===== src/rtl/resource_pool_lock_pkg.sv =====
// Shared types and helpers for the resource pool lock.
// Age compare lives here so issue and commit reuse it.
package resource_pool_lock_pkg;

  localparam int RPL_ID_W = 4;

  // Per-requester bundle; packs as {req, id, release}.
  typedef struct packed {
    logic                req;
    logic [RPL_ID_W-1:0] req_issue_id;
    logic                release_lock;
  } rpl_req_t;

  // Bit offsets of the fields inside one packed slot.
  localparam int RPL_REL_BIT = 0;
  localparam int RPL_ID_LSB  = 1;

  // Index width, never below one bit.
  function automatic int unsigned idx_w(
    input int unsigned n
  );
    return (n > 1) ? $clog2(n) : 1;
  endfunction

  // a older than b: (a - b) mod 2^w read as signed < 0.
  function automatic logic id_older(
    input logic [31:0] a,
    input logic [31:0] b,
    input int unsigned w
  );
    logic [31:0] d;
    d = (a - b) << (32 - w);
    return d[31];
  endfunction

endpackage


===== src/rtl/resource_pool_lock_oldest_select.sv =====
// Combinational oldest-eligible picker.
// Ties go to the lowest requester index.
module rpl_oldest_select
  import resource_pool_lock_pkg::*;
#(
  parameter int NUM_REQ  = 4,
  parameter int ID_WIDTH = 4,
  parameter int IW       = 2
) (
  input  logic [NUM_REQ-1:0]               eligible,
  input  logic [NUM_REQ-1:0][ID_WIDTH-1:0] issue_id,
  output logic                             win_valid,
  output logic [IW-1:0]                    win_idx
);

  logic [ID_WIDTH-1:0] best_id;

  // Scan upward; replace only on strictly older.
  always_comb begin
    win_valid = 1'b0;
    win_idx   = '0;
    best_id   = '0;
    for (int i = 0; i < NUM_REQ; i++) begin
      if (eligible[i] &&
          (!win_valid ||
           id_older(32'(issue_id[i]),
                    32'(best_id),
                    ID_WIDTH))) begin
        win_valid = 1'b1;
        win_idx   = IW'(i);
        best_id   = issue_id[i];
      end
    end
  end

endmodule


===== src/rtl/resource_pool_lock.sv =====
// Pool of identical units locked by age-ordered requesters.
// State is one {busy, owner} register per unit.
module resource_pool_lock
  import resource_pool_lock_pkg::*;
#(
  parameter  int NUM_REQ  = 4,
  parameter  int NUM_RES  = 2,
  parameter  int ID_WIDTH = 4,
  localparam int UW = idx_w(NUM_RES),
  localparam int RW = idx_w(NUM_REQ),
  localparam int FW = $clog2(NUM_RES + 1),
  localparam int SW = ID_WIDTH + 2
) (
  input  logic                         clk,
  input  logic                         rst_n,
  input  logic [NUM_REQ-1:0][SW-1:0]   rpl_in,
  output logic [NUM_REQ-1:0]           grant,
  output logic [NUM_REQ-1:0][UW-1:0]   grant_unit,
  output logic [NUM_RES-1:0]           unit_busy,
  output logic [NUM_RES-1:0][RW-1:0]   unit_owner,
  output logic [FW-1:0]                free_count
);

  logic [NUM_RES-1:0]         busy_q;
  logic [NUM_RES-1:0]         busy_d;
  logic [NUM_RES-1:0][RW-1:0] owner_q;
  logic [NUM_RES-1:0][RW-1:0] owner_d;

  logic [NUM_REQ-1:0]               req;
  logic [NUM_REQ-1:0]               rel;
  logic [NUM_REQ-1:0][ID_WIDTH-1:0] ids;
  logic [NUM_REQ-1:0]               owns;
  logic [NUM_REQ-1:0]               elig;

  logic          free_any;
  logic [UW-1:0] free_idx;
  logic          win_valid;
  logic [RW-1:0] win_idx;

  // Unpack requests and derive eligibility.
  always_comb begin
    req  = '0;
    rel  = '0;
    ids  = '0;
    owns = '0;
    for (int i = 0; i < NUM_REQ; i++) begin
      req[i] = rpl_in[i][SW-1];
      rel[i] = rpl_in[i][RPL_REL_BIT];
      ids[i] = rpl_in[i][RPL_ID_LSB +: ID_WIDTH];
      for (int u = 0; u < NUM_RES; u++) begin
        if (busy_q[u] && owner_q[u] == RW'(i)) begin
          owns[i] = 1'b1;
        end
      end
    end
    elig = req & ~owns & ~rel;
  end

  // Lowest-index unit free at cycle start.
  always_comb begin
    free_any = 1'b0;
    free_idx = '0;
    for (int u = NUM_RES - 1; u >= 0; u--) begin
      if (!busy_q[u]) begin
        free_any = 1'b1;
        free_idx = UW'(u);
      end
    end
  end

  rpl_oldest_select #(
    .NUM_REQ  (NUM_REQ),
    .ID_WIDTH (ID_WIDTH),
    .IW       (RW)
  ) u_sel (
    .eligible  (elig),
    .issue_id  (ids),
    .win_valid (win_valid),
    .win_idx   (win_idx)
  );

  // Releases clear units; a freed unit waits a cycle.
  always_comb begin
    busy_d  = busy_q;
    owner_d = owner_q;
    for (int u = 0; u < NUM_RES; u++) begin
      if (busy_q[u] && rel[owner_q[u]]) begin
        busy_d[u] = 1'b0;
      end
    end
    if (free_any && win_valid) begin
      busy_d[free_idx]  = 1'b1;
      owner_d[free_idx] = win_idx;
    end
  end

  // Owner registers.
  always_ff @(posedge clk or negedge rst_n) begin
    if (!rst_n) begin
      busy_q  <= '0;
      owner_q <= '0;
    end else begin
      busy_q  <= busy_d;
      owner_q <= owner_d;
    end
  end

  // Outputs decoded from owner registers only.
  always_comb begin
    grant      = '0;
    grant_unit = '0;
    free_count = FW'(NUM_RES);
    for (int u = 0; u < NUM_RES; u++) begin
      if (busy_q[u]) begin
        grant[owner_q[u]]      = 1'b1;
        grant_unit[owner_q[u]] = UW'(u);
        free_count = free_count - FW'(1);
      end
    end
  end

  assign unit_busy  = busy_q;
  assign unit_owner = owner_q;

endmodule


===== config.mk =====
export PLATFORM = sky130hd
export DESIGN_NAME = resource_pool_lock
export DESIGN_NICKNAME = d
export VERILOG_FILES = /design/src/rtl/resource_pool_lock_pkg.sv /design/src/rtl/resource_pool_lock_oldest_select.sv /design/src/rtl/resource_pool_lock.sv
export SDC_FILE = /design/constraint.sdc
export NUM_CORES = 1
export LEC_CHECK = 0
export CAP_MARGIN = 20
export CORE_MARGIN = 1
export CORE_UTILIZATION = 45
export DETAILED_ROUTE_END_ITERATION = 8
export GPL_TIMING_DRIVEN = 0
export PLACE_DENSITY = 0.95
export SYNTH_ARGS = -nofsm -noshare
export SYNTH_HDL_FRONTEND = slang
export SYNTH_SLANG_ARGS = --single-unit

===== constraint.sdc =====
create_clock -name clk -period 7.7 [get_ports clk]
set_input_delay 0.77 -clock clk [delete_from_list [all_inputs] [get_ports clk]]
set_output_delay 0.77 -clock clk [all_outputs]
set_load 0.05 [all_outputs]

==> results by group <==
Run status
  • Outcome: finished clean

Placement
  • PortBufs: 41
  • Pre-CTS setup slack: 1.12 ns
  • Routability cong.: 0.852
  • DP HPWL: 2.08 mm

STA
  • Setup tns final: 0 ns
  • Skew final: 0.0146 ns
  • Setup ws final: 1.29 ns
  • Count of final setup violators: 0
  • Rel. slew slack: 61.5%
  • Slew Viols, Final: 0
  • Final worst path period share: 83.3%
  • Minimum clock period: 6.41 ns
  • Fmax: 0.156 GHz
  • Final Hold Fails: 0
  • Unrepaired setup endpoints after global routing: no
  • Worst slew pin tran: 0.575 ns

Worst setup path
  • Critical path class: in -> reg
  • Startpoint Class: input pin
  • Worst Setup End Kind: flip-flop
  • CP max FO: 10
  • Critical Path RT: 7.80 ns
  • FF-to-FF path depth: 26
  • WP data arrival: 6.51 ns

Synth
  • XOR/XNOR Fraction of Synth Area: 4.76%
  • Top-area cell type share of the netlist area: 16.3%
  • Synth Area in Simple Gates: 27.0%
  • Number of synthesized register bits: 6
  • Largest family of logic cells by synthesized area: compound AO/OA/AOI/OAI gates
  • Synthesized instance count: 107
  • Multiplexer area fraction after synthesis: 8.02%
  • Syn Nets: 142
  • Adder-Cell Fraction of Synth Area: 12.2%
  • Post-synthesis sequential area ratio: 16.3%
  • Post-synthesis cell type count: 41
  • Average size of a mapped cell: 8.61 sq um
  • Post-Syn Area: 921 sq um
  • Synth area leaders: dfrtp_1 (16%), ha_1 (12%), nor2_1 (6.1%)
  • Yosys warns: 0
  • Yosys top cell by area: dfrtp_1
  • Synth Area in Compound Gates: 28.8%

Die
  • IO Pins: 42
  • Row cnt: 15
  • Die Span X: 47.2 um
  • Die Area: 0.00223 sq mm
  • Initial Utilization: 50.6%
  • Total core area: 0.00182 sq mm
  • Die height: 47.2 um

Drt
  • Routed via count: 1004
  • Via-per-instance ratio: 5.70
  • DR DRC count: 0
  • WL per Instance: 14.1 um
  • DR iter-0 viols: 28
  • DRT antenna net count: 0
  • Drt total wl: 2.48 mm
  • DRT Pass-1 Iters: 4

Power
  • VDD IR max: 0.000318 V
  • Leak pwr: 0.571 nW
  • Pwr dens: 386 mW/mm^2

Worst hold path
  • Worst min path class: reg -> reg
  • Hold Crit Depth: 2

CTS
  • Root Driver: clkbuf_4
  • Post-cts resize count: 0
  • Cts hold-fix bufs: 0
  • Clock sinks: 6
  • Clock tree buffer depth: 2
  • Clock slew seen by the registers of the worst setup and hold paths: 0.04 ns
  • TritonCTS clock tree: done
  • CTS H-tree lvls: 1
  • CTS buffer count: 3
  • Skew-Pair Late Insertion Delay: 0.25 ns
  • Post-CTS setup buffer count: 0

Cells and area
  • Area grow syn2layout: 50.4%
  • Ant. Diodes: 0
  • Post-layout nets: 188
  • Layout cells sized above 1: 11.3%
  • Fillers: 128

Global routing
  • Gr ovfl total: 0
  • First-pass GRT wire length: 3.75 mm
  • Vias in the first global route: 900
  • All-Layer GR Usage: 23.5%
  • Antenna violations before repair: 0
  • Largest net degree at the start of global routing: 11

Job
  • Max-Cap Viols: 0
==> synthesized netlist by cell type (all sizes together) <==
cell type,n
a2111o,1
a2111oi,2
a211oi,4
a21boi,1
a21o,4
a21oi,4
a31o,2
a31oi,5
and2,2
and3,1
dfrtp,6
ha,9
inv,7
mux2,1
mux2i,1
mux4,2
nand2,12
nand3,1
nand3b,2
nand4,1
nand4b,1
nor2,15
nor2b,1
nor3b,5
nor4b,1
o211a,1
o21a,3
o21ai,1
o21bai,2
o22ai,1
o2bb2ai,1
or2,1
or3b,1
xnor2,4
xor2,1
==> sequential cells by signal, indices dropped and copies added (netlist names) <==
signal and cells:
unit_owner 4, unit_busy 2
==> cells in the final DEF (no fill, tap or decap), types with 2 or more instances in the layout <==
master	Yosys	final
clkdlybuf4s50_1	0	41
nor2_1	15	15
nand2_1	12	12
ha_1	9	9
inv_1	7	7
dfrtp_1	6	6
a31oi_1	5	5
nor3b_1	4	4
xnor2_1	4	4
a21oi_1	4	4
o21a_1	3	3
a211oi_1	3	3
clkbuf_4	0	3
nand3b_1	2	2
and2_1	2	2
a21o_2	2	2
a21o_1	2	2
o21bai_1	2	2
==> report_power, final <==
part	internal, mW	total [mW]	switching [mW]
combinational	0.160	0.422	0.262
clock	0.0176	0.0291	0.0115
sequential	0.0484	0.0832	0.0349
==> path summary, 6_finish.rpt <==
kind / from / endpoint / slack [ns]
setup / recovery: rpl_in[0] / unit_owner[1]$_DFFE_PN0P_ / 1.29
hold / removal: unit_owner[1]$_DFFE_PN0P_ / unit_owner[1]$_DFFE_PN0P_ / 0.67
setup reg to reg: unit_busy[1]$_DFF_PN0_ / unit_owner[1]$_DFFE_PN0P_ / 1.69
hold reg to reg: unit_owner[1]$_DFFE_PN0P_ / unit_owner[1]$_DFFE_PN0P_ / 0.67
max in group asynchronous: rst_n / unit_owner[2]$_DFFE_PN0P_ / 6.70
min in group asynchronous: rst_n / unit_busy[0]$_DFF_PN0_ / 0.76
==> metrics by stage <==
stage / hold slack, ns / cell area, sq um / std cells / utilization (%) / total power [mW]
2_1_floorplan: 0.474 / 921 / 107 / - / 0.376
4_1_cts: 0.661 / 1390 / 176 / 76.1 / 0.536
5_1_grt: 0.722 / 1390 / 176 / 76.1 / 0.567
6_report: 0.668 / 1390 / 176 / 76.1 / 0.534
3_3_place_gp: 0.662 / 1360 / 173 / 74.8 / 0.492
3_5_place_dp: 0.655 / 1360 / 173 / 74.8 / 0.505
==> cell type report <==
cell class	count	area, sq um	share of cell area (%)
clock buffer	3	22.5	1.63
sequential	6	150	10.8
tap	25	31.3	2.26
multi-input combinational	94	744	53.7
timing repair buffer	41	410	29.6
inverter	7	26.3	1.90
==> kinds of logic (layout without fill, tap and decap cells) <==
logic type / after synthesis / in the layout
flip-flops: 6 / 6
XOR/XNOR: 5 / 5
AO/OA/AOI/OAI: 32 / 32
adder cells (fa/ha/maj): 9 / 9
multiplexers: 4 / 4
AND/OR/NAND/NOR: 44 / 44
buffers and inverters: 7 / 51
==> layer usage <==
layer / vias up / track usage [%] / share of wire [%] / wire, um
li1: 493 / - / - / -
met4: 0 / 3.43 / 0.20 / 5
met3: 2 / 4.62 / 6.2 / 155
met1: 465 / 29.7 / 42 / 1040
met5: - / 0 / 0 / 0
met2: 44 / 41.9 / 52 / 1290
==> worst max-delay path: stages <==
cell	delay [ns]
clkdlybuf4s50_1	0.49
nor4b_4	0.60
nand2_1	0.15
ha_1	0.30
o21a_1	0.19
o2bb2ai_1	0.27
xnor2_1	0.14
a21oi_1	0.41
nor2_1	0.08
a21oi_1	0.20
ha_1	0.28
a211oi_1	0.38
nand2_1	0.10
a211oi_1	0.28
a211oi_2	0.10
xnor2_1	0.24
nand2_1	0.08
nand2_1	0.18
nor2_1	0.06
a21o_1	0.16
ha_1	0.29
o21a_1	0.12
nor2_1	0.05
a2111o_1	0.39
nand3_2	0.10
a31oi_1	0.09
Power figures use the tool's default switching activity.
